### src/rtl/fifo_spi_tx.sv
// Pops words from a read-first FIFO and shifts each out as one SPI mode-0 frame, MSB first.
// sck/mosi/cs_n come straight from flops driven by next-state values, so the pins never glitch.
module fifo_spi_tx #(
  parameter int DATA_WIDTH = 32,
  parameter int ADDR_WIDTH = 4,
  parameter int CLK_DIV    = 4,
  parameter int CS_GAP     = 2
) (
  input  logic                  clk,
  input  logic                  resetn,
  input  logic                  enable,
  input  logic [DATA_WIDTH-1:0] fifo_rd_data,
  input  logic                  fifo_empty,
  input  logic [ADDR_WIDTH:0]   fifo_count,
  output logic                  fifo_rd_en,
  output logic                  spi_sck,
  output logic                  spi_mosi,
  output logic                  spi_cs_n,
  output logic                  busy,
  output logic                  frame_done,
  output logic [15:0]           words_sent
);

  localparam int BW = $clog2(DATA_WIDTH) + 1;
  localparam int DW = $clog2(CLK_DIV) + 1;
  localparam int GW = $clog2(CS_GAP) + 1;
  localparam logic [BW-1:0] LAST_BIT = BW'(DATA_WIDTH - 1);
  localparam logic [DW-1:0] LAST_DIV = DW'(CLK_DIV - 1);
  localparam logic [GW-1:0] LAST_GAP = GW'(CS_GAP - 1);

  typedef enum logic [1:0] {IDLE, LOAD, SHIFT, GAP} state_t;

  state_t                state, state_nxt;
  logic [DATA_WIDTH-1:0] shreg, shreg_nxt;
  logic [BW-1:0]         bit_cnt, bit_nxt;
  logic [DW-1:0]         div_cnt, div_nxt;
  logic [GW-1:0]         gap_cnt, gap_nxt;
  logic                  phase, phase_nxt;
  logic                  head_valid;
  logic                  done_nxt;
  logic                  ws_inc;

  assign fifo_rd_en = (state == LOAD);
  assign busy       = (state != IDLE);

  always_comb begin
    state_nxt = state;
    shreg_nxt = shreg;
    bit_nxt   = bit_cnt;
    div_nxt   = div_cnt;
    gap_nxt   = gap_cnt;
    phase_nxt = phase;
    done_nxt  = 1'b0;
    ws_inc    = 1'b0;
    case (state)
      IDLE: begin
        if (enable && head_valid && !fifo_empty) state_nxt = LOAD;
      end
      LOAD: begin
        shreg_nxt = fifo_rd_data;
        bit_nxt   = '0;
        div_nxt   = '0;
        phase_nxt = 1'b0;
        state_nxt = SHIFT;
      end
      SHIFT: begin
        if (div_cnt == LAST_DIV) begin
          div_nxt   = '0;
          phase_nxt = ~phase;
          // falling sck edge: advance to the next bit while sck goes low
          if (phase) begin
            shreg_nxt = {shreg[DATA_WIDTH-2:0], 1'b0};
            bit_nxt   = bit_cnt + 1'b1;
            if (bit_cnt == LAST_BIT) begin
              state_nxt = GAP;
              gap_nxt   = '0;
              ws_inc    = 1'b1;
            end
          end
        end else begin
          div_nxt = div_cnt + 1'b1;
        end
      end
      GAP: begin
        if (gap_cnt == LAST_GAP) begin
          state_nxt = IDLE;
          done_nxt  = 1'b1;
        end else begin
          gap_nxt = gap_cnt + 1'b1;
        end
      end
      default: state_nxt = IDLE;
    endcase
  end

  always_ff @(posedge clk) begin
    if (!resetn) begin
      state      <= IDLE;
      shreg      <= '0;
      bit_cnt    <= '0;
      div_cnt    <= '0;
      gap_cnt    <= '0;
      phase      <= 1'b0;
      head_valid <= 1'b0;
      spi_sck    <= 1'b0;
      spi_mosi   <= 1'b0;
      spi_cs_n   <= 1'b1;
      frame_done <= 1'b0;
      words_sent <= '0;
    end else begin
      state      <= state_nxt;
      shreg      <= shreg_nxt;
      bit_cnt    <= bit_nxt;
      div_cnt    <= div_nxt;
      gap_cnt    <= gap_nxt;
      phase      <= phase_nxt;
      // the BRAM head lags the count by one cycle; a word being popped right now does not count
      head_valid <= (fifo_count > {{ADDR_WIDTH{1'b0}}, fifo_rd_en});
      spi_cs_n   <= (state_nxt != SHIFT);
      spi_sck    <= (state_nxt == SHIFT) && phase_nxt;
      spi_mosi   <= (state_nxt == SHIFT) && shreg_nxt[DATA_WIDTH-1];
      frame_done <= done_nxt;
      words_sent <= words_sent + 16'(ws_inc);
    end
  end

endmodule

### config.mk
export PLATFORM = sky130hd
export DESIGN_NAME = fifo_spi_tx
export DESIGN_NICKNAME = d
export VERILOG_FILES = /design/src/rtl/fifo_spi_tx.sv
export SDC_FILE = /design/constraint.sdc
export NUM_CORES = 1
export LEC_CHECK = 0
export CAP_MARGIN = 10
export CORE_MARGIN = 3
export CORE_UTILIZATION = 42
export DETAILED_ROUTE_END_ITERATION = 7
export PLACE_DENSITY = 0.7
export SYNTH_ARGS = -nofsm -noshare
export SYNTH_HDL_FRONTEND = slang
export SYNTH_SLANG_ARGS = --single-unit
### constraint.sdc
create_clock -name clk -period 2.3 [get_ports clk]
set_clock_uncertainty 0.05 [all_clocks]
set_input_delay 0.23 -clock clk [delete_from_list [all_inputs] [get_ports clk]]
set_output_delay 0.23 -clock clk [all_outputs]
set_load 0.01 [all_outputs]
==> impl_metrics.yaml <==
cts:
  cts_tree: "yes"
  ctsLongestPathBuffers: 2
  htreeDepth: 3
  root_buffer: "clkbuf_8"
  clk_latency_ns: 0.35
  post_cts_buffers: 0
  clk_pin_slew_worst_paths_ns: 0.07
  cts_num_sinks: 67
  numCtsBuffers: 9
synth:
  syn_area_um2: 3120
  yosys.area.top_type: "dfxtp_1"
  synth_fa_ha_area_share_pct: 5.21
  synth-seq-cells: 67
  synth_warnings: 0
  yosysMostFrequentCell: "dfxtp_1"
  postSynthCellCount: 336
  synth_nets: 390
  synth_xor_area_share_pct: 3.37
  synth_edf_count: 0
  synth_top_family_by_area: "simple AND/OR/NAND/NOR gates"
  ys_top_cells_by_count: "dfxtp_1, nor2_1, a221oi_1, nor3b_1"
  async_reset_ff_share_pct: 0
  synth_flop_cell: "dfxtp_1"
  synth_cell_types: 46
  yosys.area_share.simple_pct: 27.4
  synth_top_area_share_pct: 42.9
  synth_compound_area_share_pct: 15.0
  ys_seq_area_share_pct: 42.9
  synthTopCellsByArea: "dfxtp_1, a221oi_1, nor3b_1"
  synthMuxAreaShare_pct: 0.962
  avgSynthCellArea_um2: 9.29
global_routing:
  grt_pass1_vias: 2439
  antenna_found_initial: 0
  grt_overflow_total: 0
  grt_pass1_wl_mm: 11.8
  grt_max_degree: 36
  grt_util_all_layers_pct: 17.4
sta:
  rsz0062_at_grt: "no"
  finalHoldViolations: 0
  fmax_mhz: 464
  finalSetupViolCount: 0
  relSlewSlack_pct: 45.0
  report.final.slew_viol_count: 0
  hold-worst-slack_ns: 0.405
  period_share_pct: 93.7
  finalCriticalPeriod_ns: 2.16
  tns_ns: 0
  worstMarginPinSlew_ns: 0.824
job:
  max_cap_violations: 0
final_layout:
  multi_input_area_um2: 1660
  fin_cells: 497
  seqCellArea_um2: 1340
  fillers: 633
  n_antenna_cell: 0
  nNetsFinal: 450
  area_growth_pct: 31.6
  drive_above_1_share_pct: 11.5
setup_path:
  crit_arrival_ns: 2.38
  critPathMaxStageDelay_ns: 0.35
  worstPathRequired_ns: 2.52
  r2r_setup_slack_ns: 0.14
  critPathLaunchType: "flop"
  critPathMaxFanout: 4
  cpLargestDelayFamily: "simple AND/OR/NAND/NOR gates"
  cp-end-kind: "flop"
  crit_path_top_delay_cell: "or3_1"
  path_cells: "inv_1, ha_1, and4b_1, nand3_1, inv_1, ha_1, and3_1, nand4_2, or3_1, a21oi_1"
  criticalPathCategory: "reg2reg"
  path_buf_inv: 2
pwr:
  pwr_density_cell_nw_per_um2: 647
  power_mw: 2.66
  clkPwrFrac_pct: 43.7
  intPower_mw: 2.06
  comb_power_share_pct: 10.2
  vdd_drop_max_uv: 385
  p_leak_nw: 1.52
  switching_share_pct: 22.4
  power.net_switching_mw: 0.596
  pwr-share-seq_pct: 46.1
status:
  outcome: "completed"
hold_path:
  hold_path.class: "reg2reg"
place:
  dp_hpwl_mm: 4.96
  io_buffers: 62
  place.gp.congestion: 0.818
  placedCellCount: 480
routing:
  drc_errors: 0
  viasPerCell: 5.44
  dr_total_vias: 2705
  drt_iter0_drc: 167
  routed_wl_mm: 7.41
  postRouteAntennaNets: 0
  dr.pass1.iters: 4
  wl_per_cell_um: 14.9
die:
  coreArea_um2: 6980
  die_y_um: 92.2
  dieArea_um2: 8510
  rows: 30
  die_w_um: 92.2
  io_pins: 63
  initial_core_util_pct: 44.7
## sequential cells by signal, indices dropped and copies added, names as in the netlist, 2 cells and up
register    flops
shreg          32
words_sent     16
bit_cnt         6
div_cnt         3
gap_cnt         2
state           2
## per-layer routing
metal / up-vias / global-route usage [%] / part of all wire, %
li1: 1337 / - / -
met1: 1308 / 23.8 / 48
met2: 50 / 26.5 / 46
met3: 10 / 4.51 / 3.9
met4: 0 / 5.94 / 1.3
met5: - / 0 / 0
## worst paths after layout
check,start,to,cells after the start
hold / removal,shreg[0]$_SDFFE_PN0P_,shreg[0]$_SDFFE_PN0P_,2
hold reg to reg,shreg[0]$_SDFFE_PN0P_,shreg[0]$_SDFFE_PN0P_,2
setup / recovery,state[0]$_SDFF_PN0_,words_sent[13]$_SDFF_PN0_,10
setup reg to reg,state[0]$_SDFF_PN0_,words_sent[13]$_SDFF_PN0_,10
## kinds of logic after synthesis
family,Yosys count
AO/OA/AOI/OAI,60
XOR/XNOR,12
adder cells (fa/ha/maj),13
buffers and inverters,35
flip-flops,67
multiplexers,3
AND/OR/NAND/NOR,146
## repair_timing
action	in CTS	in global routing
hold buffers	0	0
hold endpoints to repair	0	0
resized for setup	0	7
setup endpoints to repair	0	8
## final cells by class
class / count / share of cell area [%]
multi-input combinational: 235 / 40.3
sequential: 67 / 32.7
timing repair buffer: 72 / 17.2
clock buffer: 9 / 3.01
tap: 96 / 2.92
clock inverter: 7 / 2.83
inverter: 11 / 1.00
## worst reg2reg max path, stage by stage (launching register included)
cell,delay [ns]
dfxtp_1,0.33
inv_1,0.08
ha_1,0.17
and4b_1,0.22
nand3_1,0.12
inv_1,0.10
ha_1,0.14
and3_1,0.20
nand4_2,0.19
or3_1,0.35
a21oi_1,0.14
## power by group through the flow
stage	clock [mW]	sequential, mW	combinational [mW]
floorplan	0	1.25	0.159
global placement	0	1.25	0.262
detailed placement	0	1.25	0.267
CTS	1.18	1.23	0.269
global route	1.23	1.23	0.299
finish	1.16	1.23	0.271
## cell usage in the layout (no fill, tap or decap), types with 4 or more instances in the layout
cell type and instances:
nor3b_1 26, inv_1 10, ha_1 11, xnor2_1 6
nor3_1 8, a221oi_1 30, nor2_1 40, clkdlybuf4s50_1 62
clkbuf_8 9, dfxtp_1 66, nor2b_1 4, nand3_1 9
nand4_1 4, and2_1 13, and3_1 6, xor2_1 6
nand2_1 12, o21ai_0 6, buf_4 9, a21oi_1 11
nor3b_2 4
## through the flow
step                      setup slack, ns  utilization [%]  area [um2]
after CTS                          0.0710             58.3        4070
after global placement              0.144             54.9        3830
after detailed placement           0.0790             54.9        3830
final                               0.145             58.9        4110
after floorplan                    0.0977                -        3120
after global routing              0.00786             58.9        4110
No activity file was read; power rests on OpenSTA's default activity.
